File: config.mk
export PLATFORM = sky130hd
export DESIGN_NAME = seq_shift_add_multiplier
export DESIGN_NICKNAME = d
export VERILOG_FILES = /design/src/rtl/seq_shift_add_multiplier_pkg.sv /design/src/rtl/seq_shift_add_multiplier_rca.sv /design/src/rtl/seq_shift_add_multiplier.sv
export SDC_FILE = /design/constraint.sdc
export NUM_CORES = 1
export LEC_CHECK = 0
export CELL_PAD_IN_SITES_DETAIL_PLACEMENT = 0
export CELL_PAD_IN_SITES_GLOBAL_PLACEMENT = 1
export CORE_MARGIN = 8
export CORE_UTILIZATION = 51
export DETAILED_ROUTE_END_ITERATION = 12
export DONT_BUFFER_PORTS = 1
export PLACE_DENSITY_LB_ADDON = 0.25
export SETUP_SLACK_MARGIN = 0.05
export SLEW_MARGIN = 10
export SYNTH_ARGS = -nofsm -noshare
export SYNTH_HDL_FRONTEND = slang
export SYNTH_HIERARCHICAL = 1
export SYNTH_SLANG_ARGS = --single-unit
File: constraint.sdc
create_clock -name clk -period 3.4 [get_ports clk]
set_input_delay 0.51 -clock clk [delete_from_list [all_inputs] [get_ports clk]]
set_output_delay 0.51 -clock clk [all_outputs]
set_load 0.005 [all_outputs]
File: src/rtl/seq_shift_add_multiplier_pkg.sv
`default_nettype none
// ============================================================================
// Module      : seq_shift_add_multiplier_pkg
// Description : Shared state encoding and sizing helpers for the sequential
//               shift-and-add multiplier.
// Revision    : 1.0 - initial release
// ============================================================================
package seq_shift_add_multiplier_pkg;

    typedef enum logic [1:0] {
        IDLE = 2'd0,
        RUN  = 2'd1,
        DONE = 2'd2
    } state_t;

    // Iteration counter must be able to hold the value N.
    function automatic int count_width(input int n);
        return $clog2(n + 1);
    endfunction

endpackage

`default_nettype wire

File: src/rtl/seq_shift_add_multiplier_rca.sv
`default_nettype none
// ============================================================================
// Module      : seq_shift_add_multiplier_rca
// Description : Combinational N-bit ripple-carry adder with carry in/out.
// Revision    : 1.0 - initial release
// ============================================================================
module seq_shift_add_multiplier_rca #(
    parameter int N = 4
) (
    input  logic [N-1:0] a_i,
    input  logic [N-1:0] b_i,
    input  logic         cin_i,
    output logic [N-1:0] sum_o,
    output logic         cout_o
);

    logic [N:0] carry;

    assign carry[0] = cin_i;

    generate
        for (genvar i = 0; i < N; i++) begin : g_bit
            assign sum_o[i]     = a_i[i] ^ b_i[i] ^ carry[i];
            assign carry[i + 1] = (a_i[i] & b_i[i]) | (carry[i] & (a_i[i] ^ b_i[i]));
        end
    endgenerate

    assign cout_o = carry[N];

endmodule

`default_nettype wire

File: src/rtl/seq_shift_add_multiplier.sv
`default_nettype none
// ============================================================================
// Module      : seq_shift_add_multiplier
// Description : Multi-cycle unsigned N x N -> 2N shift-and-add multiplier
//               with start/busy/done handshake and registered product.
// Revision    : 1.0 - initial release
// ============================================================================
module seq_shift_add_multiplier
    import seq_shift_add_multiplier_pkg::*;
#(
    parameter int N = 4
) (
    input  logic           clk,
    input  logic           rst,
    input  logic           start,
    input  logic [N-1:0]   A,
    input  logic [N-1:0]   B,
    output logic           busy,
    output logic           done,
    output logic [2*N-1:0] P
);

    localparam int CW = count_width(N);

    state_t          state_q, state_d;
    logic [N-1:0]    m_q,   m_d;
    logic [N-1:0]    acc_q, acc_d;
    logic [N-1:0]    q_q,   q_d;
    logic [CW-1:0]   cnt_q, cnt_d;
    logic [2*N-1:0]  p_q,   p_d;

    logic [N-1:0]    add_b;
    logic [N-1:0]    sum;
    logic            carry;

    // One conditional partial-product add per iteration.
    assign add_b = q_q[0] ? m_q : '0;

    seq_shift_add_multiplier_rca #(
        .N (N)
    ) u_rca (
        .a_i    (acc_q),
        .b_i    (add_b),
        .cin_i  (1'b0),
        .sum_o  (sum),
        .cout_o (carry)
    );

    always_ff @(posedge clk or posedge rst) begin
        if (rst) begin
            state_q <= IDLE;
            m_q     <= '0;
            acc_q   <= '0;
            q_q     <= '0;
            cnt_q   <= '0;
            p_q     <= '0;
        end else begin
            state_q <= state_d;
            m_q     <= m_d;
            acc_q   <= acc_d;
            q_q     <= q_d;
            cnt_q   <= cnt_d;
            p_q     <= p_d;
        end
    end

    always_comb begin
        state_d = state_q;
        m_d     = m_q;
        acc_d   = acc_q;
        q_d     = q_q;
        cnt_d   = cnt_q;
        p_d     = p_q;
        case (state_q)
            IDLE: begin
                if (start) begin
                    m_d     = A;
                    q_d     = B;
                    acc_d   = '0;
                    cnt_d   = '0;
                    state_d = RUN;
                end
            end
            RUN: begin
                // Shift {carry, sum, Q} right by one into {ACC, Q}.
                {acc_d, q_d} = {carry, sum, q_q[N-1:1]};
                cnt_d        = cnt_q + 1'b1;
                if (cnt_q == CW'(N - 1)) begin
                    p_d     = {carry, sum, q_q[N-1:1]};
                    state_d = DONE;
                end
            end
            DONE: begin
                state_d = IDLE;
            end
            default: begin
                state_d = IDLE;
            end
        endcase
    end

    assign busy = (state_q != IDLE);
    assign done = (state_q == DONE);
    assign P    = p_q;

endmodule

`default_nettype wire

; ---- Word-level counts from Yosys, hierarchy flattened
; Cells that the tools add are included.
[classes]
reduce_logical = 7
eq_ne = 5
muxes = 10
bitwise = 17
add_sub_neg = 1
[op_table]
columns = operator, n
row1 = $pmux W4 S2, 2
row2 = $mux W4, 3
row3 = $reduce_and A2 Y1, 4
row4 = $and A1 B1 Y1, 7
row5 = $xor A1 B1 Y1, 7
row6 = $pmux W3 S2, 1
row7 = $mux W2, 2
row8 = $ne A2 B2 Y1 const B, 2
row9 = $pmux W2 S2, 1
row10 = $reduce_bool A2 Y1, 2
row11 = $add A3 B1 Y3 const B, 1
row12 = $eq A3 B2 Y1 const B, 1
row13 = $mux W3, 1
row14 = $or A1 B1 Y1, 3
row15 = $eq A2 B1 Y1 const B, 1
row16 = $eq A2 B2 Y1 const B, 1
row17 = $logic_not A2 Y1, 1
[totals]
regBits = 25
output_inout_bits = 10
inputBits = 11
wordCells = 46

; ---- Depth between registers and ports, before layout
; Gate-level depths: netlist (run 1).
[logic_depth]
word_depth = 9
depth_mapped = 10

; ---- Hierarchy
; The synthesis (run 1) kept the hierarchy.
[modules_own_cells]
columns = mod, area_per_inst_um2, cells_per_inst, n_inst, seq_area_each_um2
row1 = seq_shift_add_multiplier, 1029.7, 81, 1, 625.6
row2 = seq_shift_add_multiplier_rca, 117.6, 14, 1, 0.0

; ---- Least setup slack after synthesis (run 1)
; No wires, ideal clock.
[synth_path]
path_type = register to register
start = register q_q[0]
end = register p_q[6], in the netlist P[6]
path_slack_ns = 1.168
n_path_buf = 0
stages_incl_launch_ff = 11
t_arrival_ns = 2.168
setup_time_ns = 0.064
required_ns = 3.336
path_cell_list = dfrtp_1 -> and2_1 -> fa_1 -> inv_1 -> fa_1 -> inv_1 -> fa_1 -> inv_1 -> fa_1 -> inv_1 -> mux2_2
[synth_via]
elab_chain_cells = 7
[synth_lines]
columns = item, line_no
row1 = start: declaration, seq_shift_add_multiplier.sv:28  ; logic [N-1:0] q_q, q_d;
row2 = start signal: assignment, seq_shift_add_multiplier.sv:61  ; q_q <= q_d;
row3 = $mux W4, seq_shift_add_multiplier.sv:37  ; assign add_b = q_q[0] ? m_q : '0;
row4 = named net add_b[0], seq_shift_add_multiplier.sv:32  ; logic [N-1:0] add_b;
row5 = $and A1 B1 Y1 (2 in a row), seq_shift_add_multiplier_rca.sv:24  ; assign carry[i + 1] = (a_i[i] & b_i[i]) | (carry[i] & (a_i[i] ^ b_i[i]));
row6 = $or A1 B1 Y1, seq_shift_add_multiplier_rca.sv:24
row7 = $and A1 B1 Y1, seq_shift_add_multiplier_rca.sv:24
row8 = $or A1 B1 Y1, seq_shift_add_multiplier_rca.sv:24
row9 = $xor A1 B1 Y1, seq_shift_add_multiplier_rca.sv:23  ; assign sum_o[i] = a_i[i] ^ b_i[i] ^ carry[i];
row10 = named net sum[3], seq_shift_add_multiplier.sv:33  ; logic [N-1:0] sum;
row11 = end signal: assignment, seq_shift_add_multiplier.sv:63  ; p_q <= p_d;
row12 = end: declaration, seq_shift_add_multiplier.sv:30  ; logic [2*N-1:0] p_q, p_d;
; The timed path passes the listed nets, and every way through them passes these cells.
; A chain may end at the register's enable or synchronous reset.

; ---- Final worst setup path (run 1)
; Same ends and word-level chain as after synthesis.

==> flow_summary.toml, run 1 <==
[timing]
fmaxAchievable_mhz = 418
hold_ws_ns = 0.286
slew_headroom_pct = 37.2
period_share_pct = 70.4
setup-violations-final = 0
slew_violations = 0
rsz0062_at_grt = "false"
period_needed_ns = 2.39
skew_ns = 0.00307
tns_ns = 0
hold_violations = 0
worst_pin_slew_ns = 0.941

[routing]
drtPass1Iterations = 4
drc = 0
antenna_left = 0
via_count = 709
vias_per_cell = 5.58
drtIter0Drc = 67
routed_wl_um = 2140
avgRoutedWirePerCell_um = 16.9

[cells_and_area]
antenna-diode-count = 0
layout.cells.non_filler = 127
syn_to_final_growth_pct = 5.34
layout_common_cells = "dfrtp_1, inv_1, mux2_2"
drive_gt1_share_pct = 18.2
final_nets = 117
fin_util_pct = 55.7
final_common_cell = "dfrtp_1"

[clock_tree]
cts.htree.levels = 1
cts_tree = "built"
insertion_delay_ns = 0.30
clk_path_buf_depth = 2
ctsResizeCount = 0
cts_buffers = 3
post-cts-setup-buffers = 0
clock-sinks = 25
path_clk_slew_ns = 0.13
cts_hold_buf = 0
clockRootBuffer = "clkbuf_4"

[floorplanning]
core_um2 = 2170
die_x_um = 63.4
io_pins = 21
fp.dieH_um = 63.4
placement_rows = 17
start_util_pct = 52.9
die-area_um2 = 4020

[logic_synthesis]
synth-compound-area-share_pct = 11.9
yosys.area_share.simple_pct = 7.42
syn_area_per_cell_um2 = 12.1
synthCells = 95
syn_area_um2 = 1150
synthAdderAreaFrac_pct = 9.16
syn_nets = 112
ys_types = 19
yosys_register_bits = 25
seq_area_frac_synth_pct = 54.5
synth_top_family_by_area = "compound AO/OA/AOI/OAI gates"
muxShareOfSynthArea_pct = 11.8
synth_warnings = 6
synth_xor_area_share_pct = 0

[grt]
grtUsageTotal_pct = 11.3
overflow = 0
grt_antenna_before_repair = 0
grt_max_degree = 26
grt_pass1_vias = 735
grt_pass1_wl_um = 3650

[pwr]
p_leak_nw = 0.563
power_density_nw_per_um2 = 978
vdd_drop_max_mv = 0.498

[critical_path]
cpLargestDelayFamily = "adder cells"
worst-path-buf-inv = 4
critPathKind = "flop to flop"
cp_slowest_cell = "dfrtp_1"
crit_chain = "and2_1 -> fa_1 -> inv_1 -> fa_1 -> inv_1 -> fa_1 -> inv_1 -> fa_1 -> inv_1 -> mux2_2"
crit_path_max_incr_delay_ns = 0.45
endpoint_kind = "flop"
critPathMaxFanout = 6
cp-start-kind = "flop"
crit_arrival_ns = 2.65
critPathRequiredTime_ns = 3.66

[run]
max_cap_violations = 0

[placed_design]
gp_congestion = 0.740
hpwl_um = 1560
io_buffers = 0
dp.cells = 123

[status]
status = "completed"

[min_path]
hp-class = "input port to asynchronous set/reset pin"
## cell usage after synthesis (all sizes together)
cell,n,area (um^2)
o22ai,8,50.1
nor2,3,11.3
and2,4,25.0
a21oi,5,25.0
mux2,12,135
inv,15,56.3
o21ai,2,10.0
nand2,4,17.5
nand2b,2,15.0
conb,1,3.75
fa,4,80.1
a22o,5,43.8
ha,2,25.0
and2b,1,10.0
o21bai,1,7.51
nor2b,1,6.26
dfrtp,25,626
## path summary, 6_finish.rpt
path                           from        to  slack (ns)  depth (start not counted)
max                          q_q[0]      P[6]        1.01                         10
min                             rst      P[5]        0.29                          1
max reg2reg                  q_q[0]      P[6]        1.01                         10
min reg2reg                cnt_q[2]  cnt_q[2]        0.50                          2
max in group asynchronous       rst    m_q[0]        2.54                          1
min in group clk               A[1]    m_q[1]        0.35                          1
## through the flow
step | cell area [um^2] | setup WS, ns | power, W
after detailed placement | 1180 | 1.02 | 0.00107
after floorplan | 1150 | 1.17 | 0.000941
after global placement | 1180 | 1.11 | 0.00104
final | 1210 | 1.01 | 0.00118
after global routing | 1210 | 0.855 | 0.00129
after CTS | 1210 | 0.992 | 0.00120
## metal layers
metal / share of wire, % / vias to the layer above / track usage, % / routed length [um]
met5: 0 / - / 0 / 0
met4: 0.75 / 0 / 4.18 / 16
met3: 6.3 / 2 / 4.59 / 135
met2: 48 / 15 / 17.4 / 1030
met1: 45 / 363 / 13.8 / 966
li1: - / 329 / - / -
## logic make-up after synthesis
group                    Yosys count
AND/OR/NAND/NOR                   15
flip-flops                        25
buffers and inverters             15
AO/OA/AOI/OAI                     21
multiplexers                      12
other                              1
adder cells (fa/ha/maj)            6
## report_power, final
group          switching (W)  total (W)  internal (W)
Clock              0.0000818   0.000127     0.0000457
Sequential          0.000110   0.000552      0.000442
Combinational       0.000254   0.000503      0.000249
Total               0.000446    0.00118      0.000736
## worst reg2reg max path, delay by kind of cell, from the launching register on
family	cells	cell delay (ns)
simple gates	1	0.18
mux	1	0.13
fa+ha+maj	4	1.30
buf+inv	4	0.27
flops	1	0.45
## final cells by class
| class | instances | area (um^2) |
|---|---|---|
| clock buffers | 4 | 26.3 |
| fillers | 196 | 961 |
| inverters | 15 | 56.3 |
| multi-input cells | 55 | 465 |
| flip-flops and latches | 25 | 626 |
| well taps | 28 | 35.0 |
## registers in the layout, summed over array words and instances (netlist names)
| name | cells |
|---|---|
| P | 8 |
| acc_q | 4 |
| m_q | 4 |
| q_q | 4 |
| cnt_q | 3 |
| state_q | 2 |
Note: power is estimated with default switching activity, not from simulation.
==> inputs of run 2 (changes only) <==
CORE_UTILIZATION = 48   (was 51)
clock period = 2.5 ns   (was 3.4 ns; I/O delays follow)
==> run 2 against run 1 <==
  * First-iteration DRC count down 24%
  * Routed wire length rose by 0.79%
  * Critical path depth unchanged
  * Non-clock buffer count is 1 higher
  * Setup slack got worse by 0.84 ns
  * Critical path type unchanged
  * Largest power group unchanged
==> flow_summary.toml, run 2 (same netlist as run 1, synthesis figures left out) <==
[routing]
drtPass1Iterations = 4
drtIter0Drc = 51
antenna_left = 0
routed_wl_um = 2160
avgRoutedWirePerCell_um = 16.9
vias_per_cell = 5.51
drc = 0
via_count = 705

[pwr]
vdd_drop_max_mv = 0.670
clockPowerShare_pct = 10.8
seqPwrFrac_pct = 45.6
swShare_pct = 37.3
p_sw_w = 0.000604
power_density_nw_per_um2 = 1330
p_int_w = 0.00101
pwr-share-comb_pct = 43.6
p_leak_nw = 0.568

[cells_and_area]
antenna-diode-count = 0
nFillCells = 200
final_common_cell = "dfrtp_1"
multi_input_area_um2 = 465
largest_register_ffs = 8
final_nets = 118
layout_common_cells = "dfrtp_1, inv_1, mux2_2"
drive_gt1_share_pct = 19.0
syn_to_final_growth_pct = 6.00
fin_util_pct = 54.5
seq_area_um2 = 626

[critical_path]
endpoint_kind = "flop"
reg2reg_to = "P[6]"
crit_chain = "and2_1 -> fa_1 -> inv_1 -> fa_1 -> inv_1 -> fa_1 -> inv_1 -> fa_1 -> inv_1 -> mux2_2"
crit_arrival_ns = 2.59
r2r_slack_ns = 0.17
cp-start-kind = "flop"
crit_path_max_incr_delay_ns = 0.41
reg2reg_depth = 10
worst-path-buf-inv = 4
cp_slowest_cell = "fa_1"
critPathKind = "flop to flop"
r2r_start = "m_q[0]"
critPathRequiredTime_ns = 2.76
critPathMaxFanout = 2
cpLargestDelayFamily = "adder cells"

[grt]
use_met2_pct = 16.3
overflow = 0
grtUsageTotal_pct = 10.7
use_met1_pct = 12.8
met3_usage_pct = 3.95
grt.busiest_layer = "met2"
grt_antenna_before_repair = 0
grt_pass1_wl_um = 3460
grt_max_degree = 26
grt_pass1_vias = 695

[floorplanning]
start_util_pct = 51.4
io_pins = 21
placement_rows = 17
die-area_um2 = 4210
fp.dieH_um = 64.9
core_um2 = 2230
die_x_um = 64.9

[timing]
setup-violations-final = 0
slew_headroom_pct = 37.8
period_needed_ns = 2.33
skew_ns = 0.00563
rsz0062_at_grt = "false"
period_share_pct = 93.2
fmaxAchievable_mhz = 429
worst_pin_slew_ns = 0.932
hold_violations = 0
tns_ns = 0
slew_violations = 0

[clock_tree]
cts_hold_buf = 0
cts_tree = "built"
ctsResizeCount = 0
clock-sinks = 25
clockRootBuffer = "clkbuf_4"
clk_path_buf_depth = 2
cts.htree.levels = 1
post-cts-setup-buffers = 0
path_clk_slew_ns = 0.13
insertion_delay_ns = 0.31
cts_buffers = 3

[placed_design]
gp_congestion = 0.735
io_buffers = 0
hpwl_um = 1580

[run]
max_cap_violations = 0

[min_path]
hp-class = "input port to asynchronous set/reset pin"

[status]
status = "completed"
[run 2: changes by cell type in the layout (fill, tap and decap cells not counted), sizes merged]
cell,delta
buf,+1
[run 2: per-layer routing]
metal | vias up | part of all wire (%) | routed length, um
met5 | - | 0 | 0
met4 | 0 | 0.83 | 18
met3 | 2 | 9.6 | 208
met2 | 15 | 48 | 1050
met1 | 358 | 41 | 885
li1 | 330 | - | -
[run 2: through the flow]
stage	total power [W]	hold WS [ns]	std cells	worst slack (ns)	instance area, um^2
floorplan	0.00128	0.402	95	0.268	1150
global route	0.00177	0.181	128	0.0628	1220
global placement	0.00143	0.462	124	0.253	1190
detailed placement	0.00147	0.488	124	0.194	1190
finish	0.00162	0.144	128	0.170	1220
CTS	0.00165	0.181	128	0.156	1220
[run 2: cell type report]
class / instances / area share [%]
clock buffer: 4 / 2.16
timing repair buffer: 1 / 0.617
inverter: 15 / 4.63
multi-input combinational: 55 / 38.3
sequential: 25 / 51.4
tap: 28 / 2.88
[run 2: worst reg2reg max path, stage by stage, from the launching register on]
cell     delay [ns]
dfrtp_1        0.39
and2_1         0.17
fa_1           0.40
inv_1          0.08
fa_1           0.16
inv_1          0.05
fa_1           0.35
inv_1          0.07
fa_1           0.41
inv_1          0.08
mux2_2         0.14
[run 2: how the worst max path moves through the flow]
stage                      start  endpoint  depth (start not counted)
final                     m_q[0]      P[6]                         10
after global routing      m_q[0]      P[6]                         10
after CTS                 m_q[0]      P[6]                         10
after detailed placement  m_q[0]      P[6]                         10
after global placement    m_q[0]      P[6]                         10
after floorplan           q_q[0]      P[6]                         10
[run 2: power by group through the flow]
stage | registers, W | logic [W] | clock network [W]
6_report | 0.000737 | 0.000706 | 0.000175
5_1_grt | 0.000772 | 0.000804 | 0.000198
4_1_cts | 0.000743 | 0.000720 | 0.000182
3_5_place_dp | 0.000751 | 0.000719 | 0
3_3_place_gp | 0.000747 | 0.000684 | 0
2_1_floorplan | 0.000716 | 0.000564 | 0
==> inputs of run 3 (changes only) <==
CORE_UTILIZATION = 43   (was 48)
clock period = 1.9 ns   (was 2.5 ns; I/O delays follow)
==> run 3 against run 2 <==
  * The run now ends with negative setup slack left
  * Sequential share of layout area shrank 1.7 points
  * Clock power grew 35%
  * Highest routed layer unchanged
  * Total power grew 35%
  * Largest power group is now combinational logic
==> flow_summary.toml, run 3 (same netlist as run 1, synthesis figures left out) <==
[floorplanning]
placement_rows = 18
core_um2 = 2500
die_x_um = 67.7
fp.dieH_um = 67.7
start_util_pct = 45.9
die-area_um2 = 4580
io_pins = 21

[timing]
fmaxAchievable_mhz = 454
setup-violations-final = 5
fin_ws_ns = -0.303
worst_pin_slew_ns = 0.590
hold_violations = 0
slew_headroom_pct = 60.6
skew_ns = 0.00126
slew_violations = 0
period_share_pct = 116
period_needed_ns = 2.20
rsz0062_at_grt = "true"

[min_path]
hold_end = "m_q[2]"
hold_start = "A[2]"
whs_path_depth = 1
hp-class = "input port to flop"

[cells_and_area]
layout_common_cells = "dfrtp_1, inv_1, mux2_2"
nFillCells = 226
largest_register_ffs = 8
syn_to_final_growth_pct = 9.60
multi_input_area_um2 = 479
drive_gt1_share_pct = 27.2
final_common_cell = "dfrtp_1"
seq_area_um2 = 626
antenna-diode-count = 0
layout.cells.non_filler = 133
final_nets = 121

[routing]
drtPass1Iterations = 4
drc = 0
antenna_left = 0
vias_per_cell = 5.49
routed_wl_um = 2100
drtIter0Drc = 53
via_count = 730
avgRoutedWirePerCell_um = 15.8

[critical_path]
cp-startpoint = "q_q[0]"
cp-start-kind = "flop"
r2r_start = "q_q[0]"
reg2reg_depth = 10
crit_arrival_ns = 2.47
endpoint_kind = "flop"
r2r_slack_ns = -0.30
reg2reg_to = "P[6]"
critPathRequiredTime_ns = 2.17
critPathKind = "flop to flop"
critPathMaxFanout = 2

[placed_design]
hpwl_um = 1530
dp.cells = 128
io_buffers = 0
gp_congestion = 0.782

[run]
max_cap_violations = 0

[clock_tree]
clock-sinks = 25
clockRootBuffer = "clkbuf_4"
insertion_delay_ns = 0.31
cts_tree = "built"
post-cts-setup-buffers = 0
cts_buffers = 3
path_clk_slew_ns = 0.13
cts.htree.levels = 1
clk_path_buf_depth = 2

[grt]
overflow = 0
grt_pass1_wl_um = 3560
grt_pass1_vias = 715
grtUsageTotal_pct = 10.5
grt_antenna_before_repair = 0
grt_max_degree = 26

[pwr]
p_leak_nw = 0.584
vdd_drop_max_mv = 1.05
power_density_nw_per_um2 = 1740
totalPowerFinal_w = 0.00219

[status]
status = "complete, but fails checks"
violations = "negative setup slack"
==> run 3: cell types whose count changed in the layout (fill, tap and decap cells not counted) <==
cell           before  now
fa_1                4    1
fa_2                0    3
inv_1              15   12
inv_2               0    3
buf_4               1    3
and2_1              4    3
and2_4              0    1
dlygate4sd3_1       0    1
mux2_2             12   11
mux2_4              0    1
==> run 3: worst max-delay path: stages (launching register included) <==
cell     delay [ns]
dfrtp_1        0.41
and2_4         0.16
fa_2           0.33
inv_2          0.06
fa_2           0.18
inv_2          0.04
fa_2           0.32
inv_2          0.06
fa_1           0.39
inv_1          0.08
mux2_2         0.14
==> run 3: area by class of cell <==
| type | count | share of cell area, % |
|---|---|---|
| timing repair buffer | 4 | 2.59 |
| clock buffer | 4 | 2.09 |
| multi-input combinational | 55 | 38.1 |
| tap | 30 | 2.99 |
| inverter | 15 | 4.48 |
| sequential | 25 | 49.8 |
==> run 3: metal layers <==
metal	track usage, %	vias up	part of all wire, %
met5	0	-	0
met4	3.13	0	0.48
met3	5.96	2	13
met2	16.1	34	44
met1	12.4	357	43
li1	-	337	-
==> run 3: what timing repair did <==
action / 4_1_cts / 5_1_grt
hold endpoints to repair: 25 / 0
resized for setup: 2 / 0
hold buffers: 1 / 0
pin swaps: 1 / 2
setup endpoints to repair: 6 / 6
==> run 3: how the worst max path moves through the flow <==
| stage | endpoint | slack [ns] | depth (start not counted) |
|---|---|---|---|
| 2_1_floorplan | P[6] | -0.17 | 9 |
| 3_3_place_gp | P[6] | -0.29 | 10 |
| 3_5_place_dp | P[6] | -0.31 | 10 |
| 4_1_cts | P[6] | -0.33 | 10 |
| 5_1_grt | P[6] | -0.43 | 10 |
| 6_report | P[6] | -0.30 | 10 |
==> run 3: power breakdown <==
group          switching [W]  internal, W
registers           0.000182     0.000791
clock network       0.000155    0.0000821
logic               0.000472     0.000509
total               0.000809      0.00138
==> run 3: per-stage QoR <==
step                      worst slack (ns)  area (um^2)  util [%]  hold slack, ns  TNS, ns
after floorplan                     -0.174         1160         -           0.312   -0.394
after detailed placement            -0.308         1220      48.7           0.245   -0.971
after CTS                           -0.335         1260      50.3          0.0994    -1.10
after global routing                -0.427         1260      50.3          0.0751    -1.60
after global placement              -0.292         1220      48.7           0.248   -0.937
final                               -0.303         1260      50.3           0.108   -0.960
